[src/rtl/noc_pkg.sv]
// rtl/noc_pkg.sv - shared constants and types for the switch allocator
package noc_pkg;

    localparam int NPORT = 5;
    localparam int AW    = 3;

    typedef logic [AW-1:0] port_addr_t;

    typedef enum logic {
        ST_IDLE   = 1'b0,
        ST_LOCKED = 1'b1
    } out_state_e;

endpackage

[src/rtl/noc_rr_out_arb.sv]
// rtl/noc_rr_out_arb.sv - per-output round-robin arbiter holding the output until tail or abort
module noc_rr_out_arb #(
    parameter int NPORT = noc_pkg::NPORT,
    parameter int AW    = noc_pkg::AW
) (
    input  logic             clk_i,
    input  logic             rst_n_i,
    input  logic [NPORT-1:0] req_i,
    input  logic [NPORT-1:0] req_valid_i,
    input  logic [NPORT-1:0] xfer_i,
    input  logic [NPORT-1:0] tail_i,
    output logic             locked_o,
    output logic [AW-1:0]    owner_o
);
    import noc_pkg::*;

    out_state_e      state_q;
    logic [AW-1:0]   owner_q;
    logic [AW-1:0]   rr_ptr_q;
    logic [AW-1:0]   winner;
    logic [AW-1:0]   idx_a;
    logic            found;
    logic            release_owner;
    int              idx;

    // Search starts at rr_ptr_q and wraps; rr_ptr_q is always < NPORT.
    always_comb begin
        found  = 1'b0;
        winner = '0;
        idx    = 0;
        idx_a  = '0;
        for (int k = 0; k < NPORT; k++) begin
            idx = int'(rr_ptr_q) + k;
            if (idx >= NPORT) begin
                idx = idx - NPORT;
            end
            idx_a = AW'(idx);
            if (!found && req_i[idx_a]) begin
                found  = 1'b1;
                winner = idx_a;
            end
        end
    end

    // Only the owner's handshake matters; losing valid counts as an abort.
    assign release_owner = (xfer_i[owner_q] & tail_i[owner_q]) | ~req_valid_i[owner_q];

    always_ff @(posedge clk_i or negedge rst_n_i) begin
        if (!rst_n_i) begin
            state_q  <= ST_IDLE;
            owner_q  <= '0;
            rr_ptr_q <= '0;
        end else begin
            case (state_q)
                ST_IDLE: begin
                    if (found) begin
                        state_q <= ST_LOCKED;
                        owner_q <= winner;
                    end
                end
                ST_LOCKED: begin
                    if (release_owner) begin
                        state_q <= ST_IDLE;
                        if (int'(owner_q) == NPORT - 1) begin
                            rr_ptr_q <= '0;
                        end else begin
                            rr_ptr_q <= owner_q + 1'b1;
                        end
                    end
                end
                default: state_q <= ST_IDLE;
            endcase
        end
    end

    assign locked_o = (state_q == ST_LOCKED);
    assign owner_o  = owner_q;

endmodule

[src/rtl/noc_sw_alloc.sv]
// rtl/noc_sw_alloc.sv - switch allocator: request decode, per-output arbiters, grant collection
module noc_sw_alloc #(
    parameter int NPORT = noc_pkg::NPORT,
    parameter int AW    = noc_pkg::AW
) (
    input  logic                clk_i,
    input  logic                rst_n_i,
    input  logic [NPORT-1:0]    req_valid_i,
    input  logic [NPORT*AW-1:0] req_port_addr_i,
    input  logic [NPORT-1:0]    xfer_i,
    input  logic [NPORT-1:0]    tail_i,
    output logic [NPORT-1:0]    gnt_o,
    output logic [NPORT*AW-1:0] gnt_port_o,
    output logic [NPORT-1:0]    out_lock_o,
    output logic                addr_err_o
);
    import noc_pkg::*;

    logic [NPORT-1:0] req_vec [NPORT];
    logic [AW-1:0]    owner   [NPORT];
    logic [NPORT-1:0] locked;
    logic             addr_bad;
    logic             addr_err_q;

    // Out-of-range addresses never match any output, so they drop out here.
    always_comb begin
        for (int j = 0; j < NPORT; j++) begin
            req_vec[j] = '0;
            for (int i = 0; i < NPORT; i++) begin
                req_vec[j][i] = req_valid_i[i] && !gnt_o[i]
                              && (int'(req_port_addr_i[i*AW +: AW]) == j);
            end
        end
    end

    always_comb begin
        addr_bad = 1'b0;
        for (int i = 0; i < NPORT; i++) begin
            if (req_valid_i[i] && (int'(req_port_addr_i[i*AW +: AW]) >= NPORT)) begin
                addr_bad = 1'b1;
            end
        end
    end

    always_ff @(posedge clk_i or negedge rst_n_i) begin
        if (!rst_n_i) begin
            addr_err_q <= 1'b0;
        end else begin
            addr_err_q <= addr_bad;
        end
    end

    for (genvar j = 0; j < NPORT; j++) begin : g_out
        noc_rr_out_arb #(
            .NPORT (NPORT),
            .AW    (AW)
        ) u_arb (
            .clk_i       (clk_i),
            .rst_n_i     (rst_n_i),
            .req_i       (req_vec[j]),
            .req_valid_i (req_valid_i),
            .xfer_i      (xfer_i),
            .tail_i      (tail_i),
            .locked_o    (locked[j]),
            .owner_o     (owner[j])
        );
    end

    // Grants are a pure view of arbiter state, so they reset with it.
    always_comb begin
        gnt_o      = '0;
        gnt_port_o = '0;
        for (int j = 0; j < NPORT; j++) begin
            for (int i = 0; i < NPORT; i++) begin
                if (locked[j] && (owner[j] == AW'(i))) begin
                    gnt_o[i]              = 1'b1;
                    gnt_port_o[i*AW +: AW] = AW'(j);
                end
            end
        end
    end

    assign out_lock_o = locked;
    assign addr_err_o = addr_err_q;

endmodule

[config.mk]
export PLATFORM = sky130hd
export DESIGN_NAME = noc_sw_alloc
export DESIGN_NICKNAME = d
export VERILOG_FILES = /design/src/rtl/noc_pkg.sv /design/src/rtl/noc_rr_out_arb.sv /design/src/rtl/noc_sw_alloc.sv
export SDC_FILE = /design/constraint.sdc
export NUM_CORES = 1
export LEC_CHECK = 0
export CELL_PAD_IN_SITES_DETAIL_PLACEMENT = 1
export CELL_PAD_IN_SITES_GLOBAL_PLACEMENT = 2
export CORE_ASPECT_RATIO = 0.5
export CORE_MARGIN = 2
export CORE_UTILIZATION = 30
export DETAILED_ROUTE_END_ITERATION = 8
export GPL_TIMING_DRIVEN = 1
export PLACE_DENSITY = 0.8
export SYNTH_ARGS = -nofsm -noshare
export SYNTH_HDL_FRONTEND = slang
export SYNTH_HIERARCHICAL = 1
export SYNTH_SLANG_ARGS = --single-unit
[constraint.sdc]
create_clock -name clk_i -period 3.53 [get_ports clk_i]
set_input_delay 0.706 -clock clk_i [delete_from_list [all_inputs] [get_ports clk_i]]
set_output_delay 0.706 -clock clk_i [all_outputs]
set_load 0.03 [all_outputs]
==> out/qor.txt <==
Clock tree from TritonCTS -> yes
Synthesis Warnings -> 6
Antenna-violating nets left -> 0
Share of final-layout standard cells stronger than drive strength 1 -> 19.2%
Highest fanout seen on the critical path -> 6
Global Route Usage Sum -> 21.9%
Run status -> completed
Critical Path Source Type -> flop
Detailed placement HPWL -> 25500 um
Nets -> 1313
I/O pin cnt -> 58
Post-Synthesis Net Count -> 1175
Seq/Total Area, Yosys -> 11.0%
Slew HR -> 35.5%
Global placement routability congestion -> 0.909
Initial core utilization -> 30.8%
Number of enable-type register cells in the synthesized netlist -> 0
Global-route wire length before repair -> 51200 um
Critical path data required time -> 3.71 ns
Number of unique standard cell types used by synthesis -> 74
Buffer levels on the longest clock path -> 2
Hold crit path type -> input pin to asynchronous set/reset pin
Final cell area excluding filler cells -> 0.0102 mm^2
Post-synth top area cell -> dfrtp_1
Final worst-path cycle share -> 96.7%
Final setup violation count -> 0
Storage element area -> 902 um^2
Post-synth top flop -> dfrtp_1
Post-layout power -> 11.4 mW
DR DRC count -> 0
Drt initial violations -> 703
Number of antenna violations at the first check in global routing -> 0
Fraction of synthesis flops using an asynchronous set or reset pin -> 100%
Number of clock buffers inserted by TritonCTS -> 5
Worst Max-Slew Pin Slew -> 0.967 ns
Placed cell areas -> 0.00997 mm^2
Routed vias -> 9419
Footprint of the multi-input gates -> 0.00692 mm^2
DIE AREA -> 0.0288 mm^2
Setup Skew -> 0.00745 ns
Clock Sinks -> 36
Most used cells in the layout excluding fill and tap cells -> 136 x buf_4, 90 x nand2_1, 84 x nor2_1
Count of hold buffers inserted by post-cts repair -> 0
Area of the mapped netlist -> 0.00821 mm^2
Number of violations of the max-capacitance limit -> 0
Worst-Skew Late Latency -> 0.29 ns
Ant diodes -> 0
Fin cells -> 1579
Average via count per standard cell -> 5.97
Seq cells post-synth -> 36
Top-area cell type share of the netlist area -> 11.0%
# port buffers -> 57
Critical Path End Type -> flop
Number of slew-limit violations in the final report -> 0
VDD IR-drop max -> 0.311 mV
Critical Setup Path Class -> flop to flop
Die width -> 238 um
Core occupancy in the finished layout -> 38.4%
Global route total overflow -> 0
Row cnt -> 42
CTS root buf -> clkbuf_16
H-tree level count -> 2
Total iterations of the first detailed-routing run -> 5
Most common cell after layout, fill and taps aside -> buf_4
Minimum setup slack among reg-to-reg paths -> 0.12 ns
Post-Synthesis Mean Instance Area -> 7.55 um^2
Power density over the cells -> 1110 mW/mm^2
Number of instances in the placed design -> 1571
Total of fill cells in the finished design -> 3219
Placeable Area -> 0.0266 mm^2
Layout area overhead -> 24.5%
Clock-pin slew reported for the worst setup and hold paths after clock tree synthesis -> 0.06 ns
Post-Syn Instances -> 1088
Largest net degree at the start of global routing -> 37
Final min period -> 3.41 ns
Number of global-route vias before repair -> 9731
Leak -> 4.20 nW
Routed wirelength normalized by instance count -> 20.1 um
Peak Freq -> 293 MHz
Total Wirelength -> 31700 um
Data arrival time of the worst path -> 3.60 ns
Hold Vio Cnt, Final -> 0
Top post-synthesis cells by area -> dfrtp_1 11%, ha_1 7.6%, mux2i_1 6.7%, nand2_1 4.2%, nor2_1 3.9%
Floorplan die height -> 121 um
[layout make-up]
class,count,area share [%]
timing repair buffer,194,15.7
tap,352,4.31
multi-input combinational,938,67.7
clock buffer,6,1.26
inverter,51,1.87
sequential,36,8.83
clock inverter,2,0.343
[worst max-delay path, cell delays in order (launching register included)]
cell,delay [ns]
dfrtp_1,0.37
nor4b_1,0.15
buf_4,0.15
or4_4,0.61
nor4_1,0.30
buf_4,0.22
buf_4,0.15
nand3_1,0.09
a21oi_1,0.21
nor2_1,0.08
a21oi_1,0.24
mux2_2,0.38
o21a_1,0.13
o221ai_1,0.23
[per-layer routing]
layer / share of wire (%) / track usage [%] / up-vias
met4: 2.1 / 6.33 / 0
met3: 3.7 / 3.00 / 44
met1: 46 / 28.4 / 4711
met2: 48 / 38.1 / 206
met5: 0 / 0 / -
li1: - / - / 4458
[per-stage QoR]
step	TNS, ns	setup WS, ns	hold slack [ns]
after floorplan	0	0.106	0.410
after global placement	-0.0265	-0.0122	0.583
after detailed placement	-0.628	-0.120	0.596
after CTS	0	0.0766	0.602
after global routing	-0.0164	-0.0164	0.633
final	0	0.115	0.566
[final timing paths]
path,startpoint,endpoint,cells past startpoint
min in group clk_i,g_out[4].u_arb/owner_o[2],g_out[4].u_arb/owner_o[2],2
min,rst_n_i,g_out[1].u_arb/rr_ptr_q[1],1
min reg2reg,g_out[4].u_arb/owner_o[2],g_out[4].u_arb/owner_o[2],2
max,g_out[3].u_arb/locked_o,g_out[3].u_arb/owner_o[0],13
max reg2reg,g_out[3].u_arb/locked_o,g_out[3].u_arb/owner_o[0],13
max in group asynchronous,rst_n_i,g_out[1].u_arb/owner_o[2],1
[flip-flops by register name (all words and copies together), names as in the netlist]
signal	count
g_out.u_arb/owner_o	15
g_out.u_arb/rr_ptr_q	15
g_out.u_arb/locked_o	5
addr_err_o	1
[where the power goes]
group	total, mW	switching, mW	leakage [nW]	internal, mW
logic	9.95	5.80	3.68	4.16
clock network	0.515	0.182	0.0808	0.333
registers	0.927	0.285	0.432	0.642
[cell usage after synthesis, drive strengths merged, types with 7 or more instances]
cell,instances
nand2,91
nor2,90
a21oi,68
mux2i,60
o21ai,60
inv,51
ha,50
buf,48
dfrtp,36
a31oi,30
nand3,29
nand2b,28
nor4,27
a211oi,25
nor3,21
and3,20
nand4b,20
nor2b,18
clkbuf,15
nand4,15
nor4b,15
o21a,15
o221ai,15
xnor2,15
or2,14
or3,12
a21boi,10
a221oi,10
a41oi,10
and2,10
mux2,10
o211a,10
o211ai,10
o22a,10
nand3b,7
o22ai,7
[kinds of logic (layout without fill, tap and decap cells)]
family | count (synthesis) | in the layout | share of synthesized area, %
simple gates | 457 | 457 | 32.8
flops | 36 | 36 | 11.0
buf+inv | 114 | 253 | 5.87
fa+ha+maj | 55 | 55 | 8.84
compound gates | 336 | 336 | 28.7
xor+xnor | 15 | 15 | 2.06
mux | 75 | 75 | 10.8
[timing repair]
action	4_1_cts	5_1_grt
gates resized for setup	3	14
endpoints found under the setup margin	2	13
buffers inserted	0	0
pin swaps	0	2
gates cloned	0	0
(Power assumes the default switching activity.)
==> edit 1 (config.mk and constraints unchanged) <==
Make the reset (`rst_n_i`) synchronous in 2 clocked blocks.
--- a/src/rtl/noc_rr_out_arb.sv
+++ b/src/rtl/noc_rr_out_arb.sv
@@ -46,5 +46,5 @@
     assign release_owner = (xfer_i[owner_q] & tail_i[owner_q]) | ~req_valid_i[owner_q];
 
-    always_ff @(posedge clk_i or negedge rst_n_i) begin
+    always_ff @(posedge clk_i) begin
         if (!rst_n_i) begin
             state_q  <= ST_IDLE;
--- a/src/rtl/noc_sw_alloc.sv
+++ b/src/rtl/noc_sw_alloc.sv
@@ -43,5 +43,5 @@
     end
 
-    always_ff @(posedge clk_i or negedge rst_n_i) begin
+    always_ff @(posedge clk_i) begin
         if (!rst_n_i) begin
             addr_err_q <= 1'b0;
Behaviour: not the same (a bounded check fails within 4 cycles, from zero or initial values and one cycle with rst_n_i low; the reset may be asserted at any time).
==> edit 1 against the unedited design <==
Largest cell class unchanged. Wire length up 3.5%. Cell area up 1.8%. Critical path depth is 2 lower. Utilization up 0.61 points. Setup slack improved by 0.041 ns. Sequential cell count stayed put. Combinational power fell by 45%. Power is 41% lower. Synthesized cell count increased by 2.4%. Area after synthesis barely moved.
==> edit 1: results (changes against the unedited design) <==
Parameter                              Value

Outcome
  Run status ... completed (unchanged)

Pwr
  Max rail drop VDD ... 239 uV (was 311 uV)
  Power Dens Cells ... 648 nW/um^2 (was 1110 nW/um^2)

Finish
  Number of inverters outside the clock class in the layout ... 66 (was 51)
  Nonclk buf count ... 203 (was 194)
  Multi-In Gates ... 964 (was 938)
  Area fraction of clock buffers and clock inverters ... 1.61% (was 1.60%)
  Total Nets Final ... 1363 (was 1313)
  Sequential cell area ... 732 um^2 (was 902 um^2)
  Share of post-route cells with drive strength above 1 ... 18.2% (was 19.2%)
  Signal buf overhead ... 16.6% (was 15.7%)

Routing
  Detail-routed net length per standard cell ... 20.1 um (about the same)
  DRT met1 WL ... 15000 um (was 14600 um)
  Met3 wire length ... 1140 um (was 1180 um)
  Detailed-routing iteration count for the pre-antenna-repair pass ... 4 (was 5)
  Via Count ... 9508 (was 9419)

Critical path
  Arrival @ worst endpoint ... 3.57 ns (was 3.60 ns)
  Slowest stage delay, CP ... 0.55 ns (was 0.61 ns)

Placed design
  Pre-CTS worst setup slack ... -0.0932 ns (was -0.120 ns)
  Global placement routability congestion ... 0.962 (was 0.909)
  Number of placed instances, taps included ... 1620 (was 1571)

Global routing
  Met1 Resource Use GR ... 29.3% (was 28.4%)
  M3 GR Usage ... 1.71% (was 3.00%)
  Maximum number of pins on one net before global-route repair ... 29 (was 37)

Synthesis
  Share of the yosys chip area belonging to registers ... 8.77% (was 11.0%)
  Average footprint of a synthesized cell ... 7.37 um^2 (was 7.55 um^2)
  Total nets after synthesis ... 1201 (was 1175)
  Share of async-settable or async-resettable flops after synthesis ... 0% (was 100%)

Min path
  Worst hold-check path type ... flop to flop (was primary input to asynchronous set/reset pin)
==> edit 1: final timing paths <==
path	from	end	slack, ns
worst max-delay path	req_port_addr_i[6]	g_out[1].u_arb/owner_o[1]	0.16
worst min-delay path	g_out[3].u_arb/owner_o[2]	g_out[3].u_arb/owner_o[2]	0.61
worst max register to register	g_out[3].u_arb/locked_o	g_out[3].u_arb/owner_o[1]	0.16
worst min register to register	g_out[3].u_arb/owner_o[2]	g_out[3].u_arb/owner_o[2]	0.61
==> edit 1: power breakdown <==
part	switching, uW	internal (uW)
clock	184	332
combinational	3190	2310
sequential	187	543
==> edit 1: what timing repair did <==
item,CTS,global route
pin swaps,0,4
resized for setup,3,28
buffers inserted,0,1
hold buffers,0,0
endpoints found under the setup margin,4,16
gates cloned,0,0
==> edit 1: kinds of logic after synthesis <==
kind of cell,share of synthesized area [%]
fa+ha+maj,8.83
compound gates,32.2
xor+xnor,3.73
simple gates,32.5
flops,8.77
buf+inv,6.44
mux,7.46
==> edit 2 (same settings) <==
Without the edit above. Change the package constant `NPORT` from 5 to 4.
--- a/src/rtl/noc_pkg.sv
+++ b/src/rtl/noc_pkg.sv
@@ -2,5 +2,5 @@
 package noc_pkg;
 
-    localparam int NPORT = 5;
+    localparam int NPORT = 4;
     localparam int AW    = 3;
 
Interface: changed (7 resized); port bits go from 58 to 47. No check against the original RTL was run, so the function may have changed too.
==> edit 2 against the unedited design <==
Largest power group unchanged. Fmax up 11%. Setup slack better by 0.34 ns. Wire length is 69% lower. Area after synthesis fell by 60%. Sequential power is 29% lower. Synthesized cell count shrank 67%. Final cell count fell by 65%. Register-to-register slack improved by 0.40 ns. Clock power down 20%. Cell area is 60% lower. Sequential cell count down 7. Non-clock buffer count fell by 132. Power is 76% lower.
==> edit 2: results (changes against the unedited design) <==
Parameter                              Value

Global routing
  Wire length of the first global-routing pass ... 16200 um (was 51200 um)
  Met1 Resource Use GR ... 24.5% (was 28.4%)
  Global-route usage over all layers ... 17.5% (was 21.9%)
  Vias in the first global route ... 3117 (was 9731)

Routing
  Total Wirelength ... 9740 um (was 31700 um)
  DRT met1 WL ... 4940 um (was 14600 um)
  Detail Route met2 WL ... 4580 um (was 15300 um)
  Detailed-routing iteration count for the pre-antenna-repair pass ... 4 (was 5)
  Starting DRT DRC Count ... 190 (was 703)
  Post-DR vias/cell ... 5.49 (was 5.97)

Pwr
  Lkg Pwr ... 0.00161 uW (was 0.00420 uW)

Floorplanning
  Die footprint ... 11800 um^2 (was 28800 um^2)

Outcome
  Run status ... completed (unchanged)

Synthesis
  Synth top cells by count ... inv_1, nand2_1, dfrtp_1, o21ai_0, nor2_1 (was nand2_1, nor2_1, a21oi_1, mux2i_1, inv_1)
  Count of distinct cell types in the synthesized netlist ... 47 (was 74)
  Share of the synthesized netlist area taken by xor and xnor gates ... 0% (was 2.06%)
  Post-synthesis compound-gate area fraction ... 26.9% (was 28.7%)

Critical path
  Highest net fanout along the worst path ... 9 (was 6)
  Slowest stage delay, CP ... 0.53 ns (was 0.61 ns)
  Worst setup path endpoint ... g_out[3].u_arb/owner_o[2] (was g_out[3].u_arb/owner_o[0])

Finish
  Multi-In Gates ... 284 (was 938)
  Number of inverters outside the clock class in the layout ... 35 (was 51)
  Area taken by multi-input logic gates ... 2320 um^2 (was 6920 um^2)
  Sequential cell area ... 726 um^2 (was 902 um^2)
  Share of post-route cells with drive strength above 1 ... 14.8% (was 19.2%)
  Number of filler cells placed in the layout ... 1230 (was 3219)
  Clock buffers ... 8 (was 6)
  Total Nets Final ... 455 (was 1313)
  Signal buf overhead ... 14.1% (was 15.7%)

Placed design
  Input/output buffers ... 42 (was 57)
  Instance area at placement ... 3920 um^2 (was 9970 um^2)

Timing
  Worst-margin pin slew ... 0.587 ns (was 0.967 ns)
-- edit 2: cell types whose count changed after synthesis, moves of 26 or more --
cell	delta
nor2_1	-62
nand2_1	-58
a21oi_1	-47
mux2i_1	-43
buf_2	-39
ha_1	-38
a31oi_1	-30
nand3_1	-26
-- edit 2: power by group --
group / switching [uW] / internal [uW] / total (uW) / leakage (uW)
clock: 149 / 262 / 411 / 0.0000652
sequential: 225 / 436 / 661 / 0.000375
combinational: 926 / 793 / 1720 / 0.00117
total: 1300 / 1490 / 2790 / 0.00161
-- edit 2: worst max-delay path: cells and delay by family --
family          cells  cell delay, ns
compound gates      3            0.84
mux                 1            0.34
simple gates        3            0.66
buf+inv             2            0.74
-- edit 2: worst min-delay path by stage --
| stage | end | startpoint | depth (start not counted) | slack (ns) |
|---|---|---|---|---|
| 4_1_cts | g_out[3].u_arb/rr_ptr_q[2] | g_out[3].u_arb/rr_ptr_q[2] | 2 | 0.56 |
| 5_1_grt | g_out[3].u_arb/rr_ptr_q[2] | g_out[3].u_arb/rr_ptr_q[2] | 2 | 0.60 |
| 2_1_floorplan | addr_err_o | rst_n_i | 0 | 0.41 |
| 3_3_place_gp | g_out[3].u_arb/rr_ptr_q[2] | g_out[3].u_arb/rr_ptr_q[2] | 2 | 0.52 |
| 6_report | g_out[3].u_arb/rr_ptr_q[2] | g_out[3].u_arb/rr_ptr_q[2] | 2 | 0.55 |
| 3_5_place_dp | g_out[0].u_arb/rr_ptr_q[2] | g_out[0].u_arb/rr_ptr_q[2] | 2 | 0.55 |
-- edit 2: through the flow --
step	total power, uW	setup slack (ns)
after floorplan	1930	0.671
after global placement	2370	0.170
after detailed placement	2390	0.144
after CTS	2810	0.441
after global routing	3030	0.249
final	2790	0.453
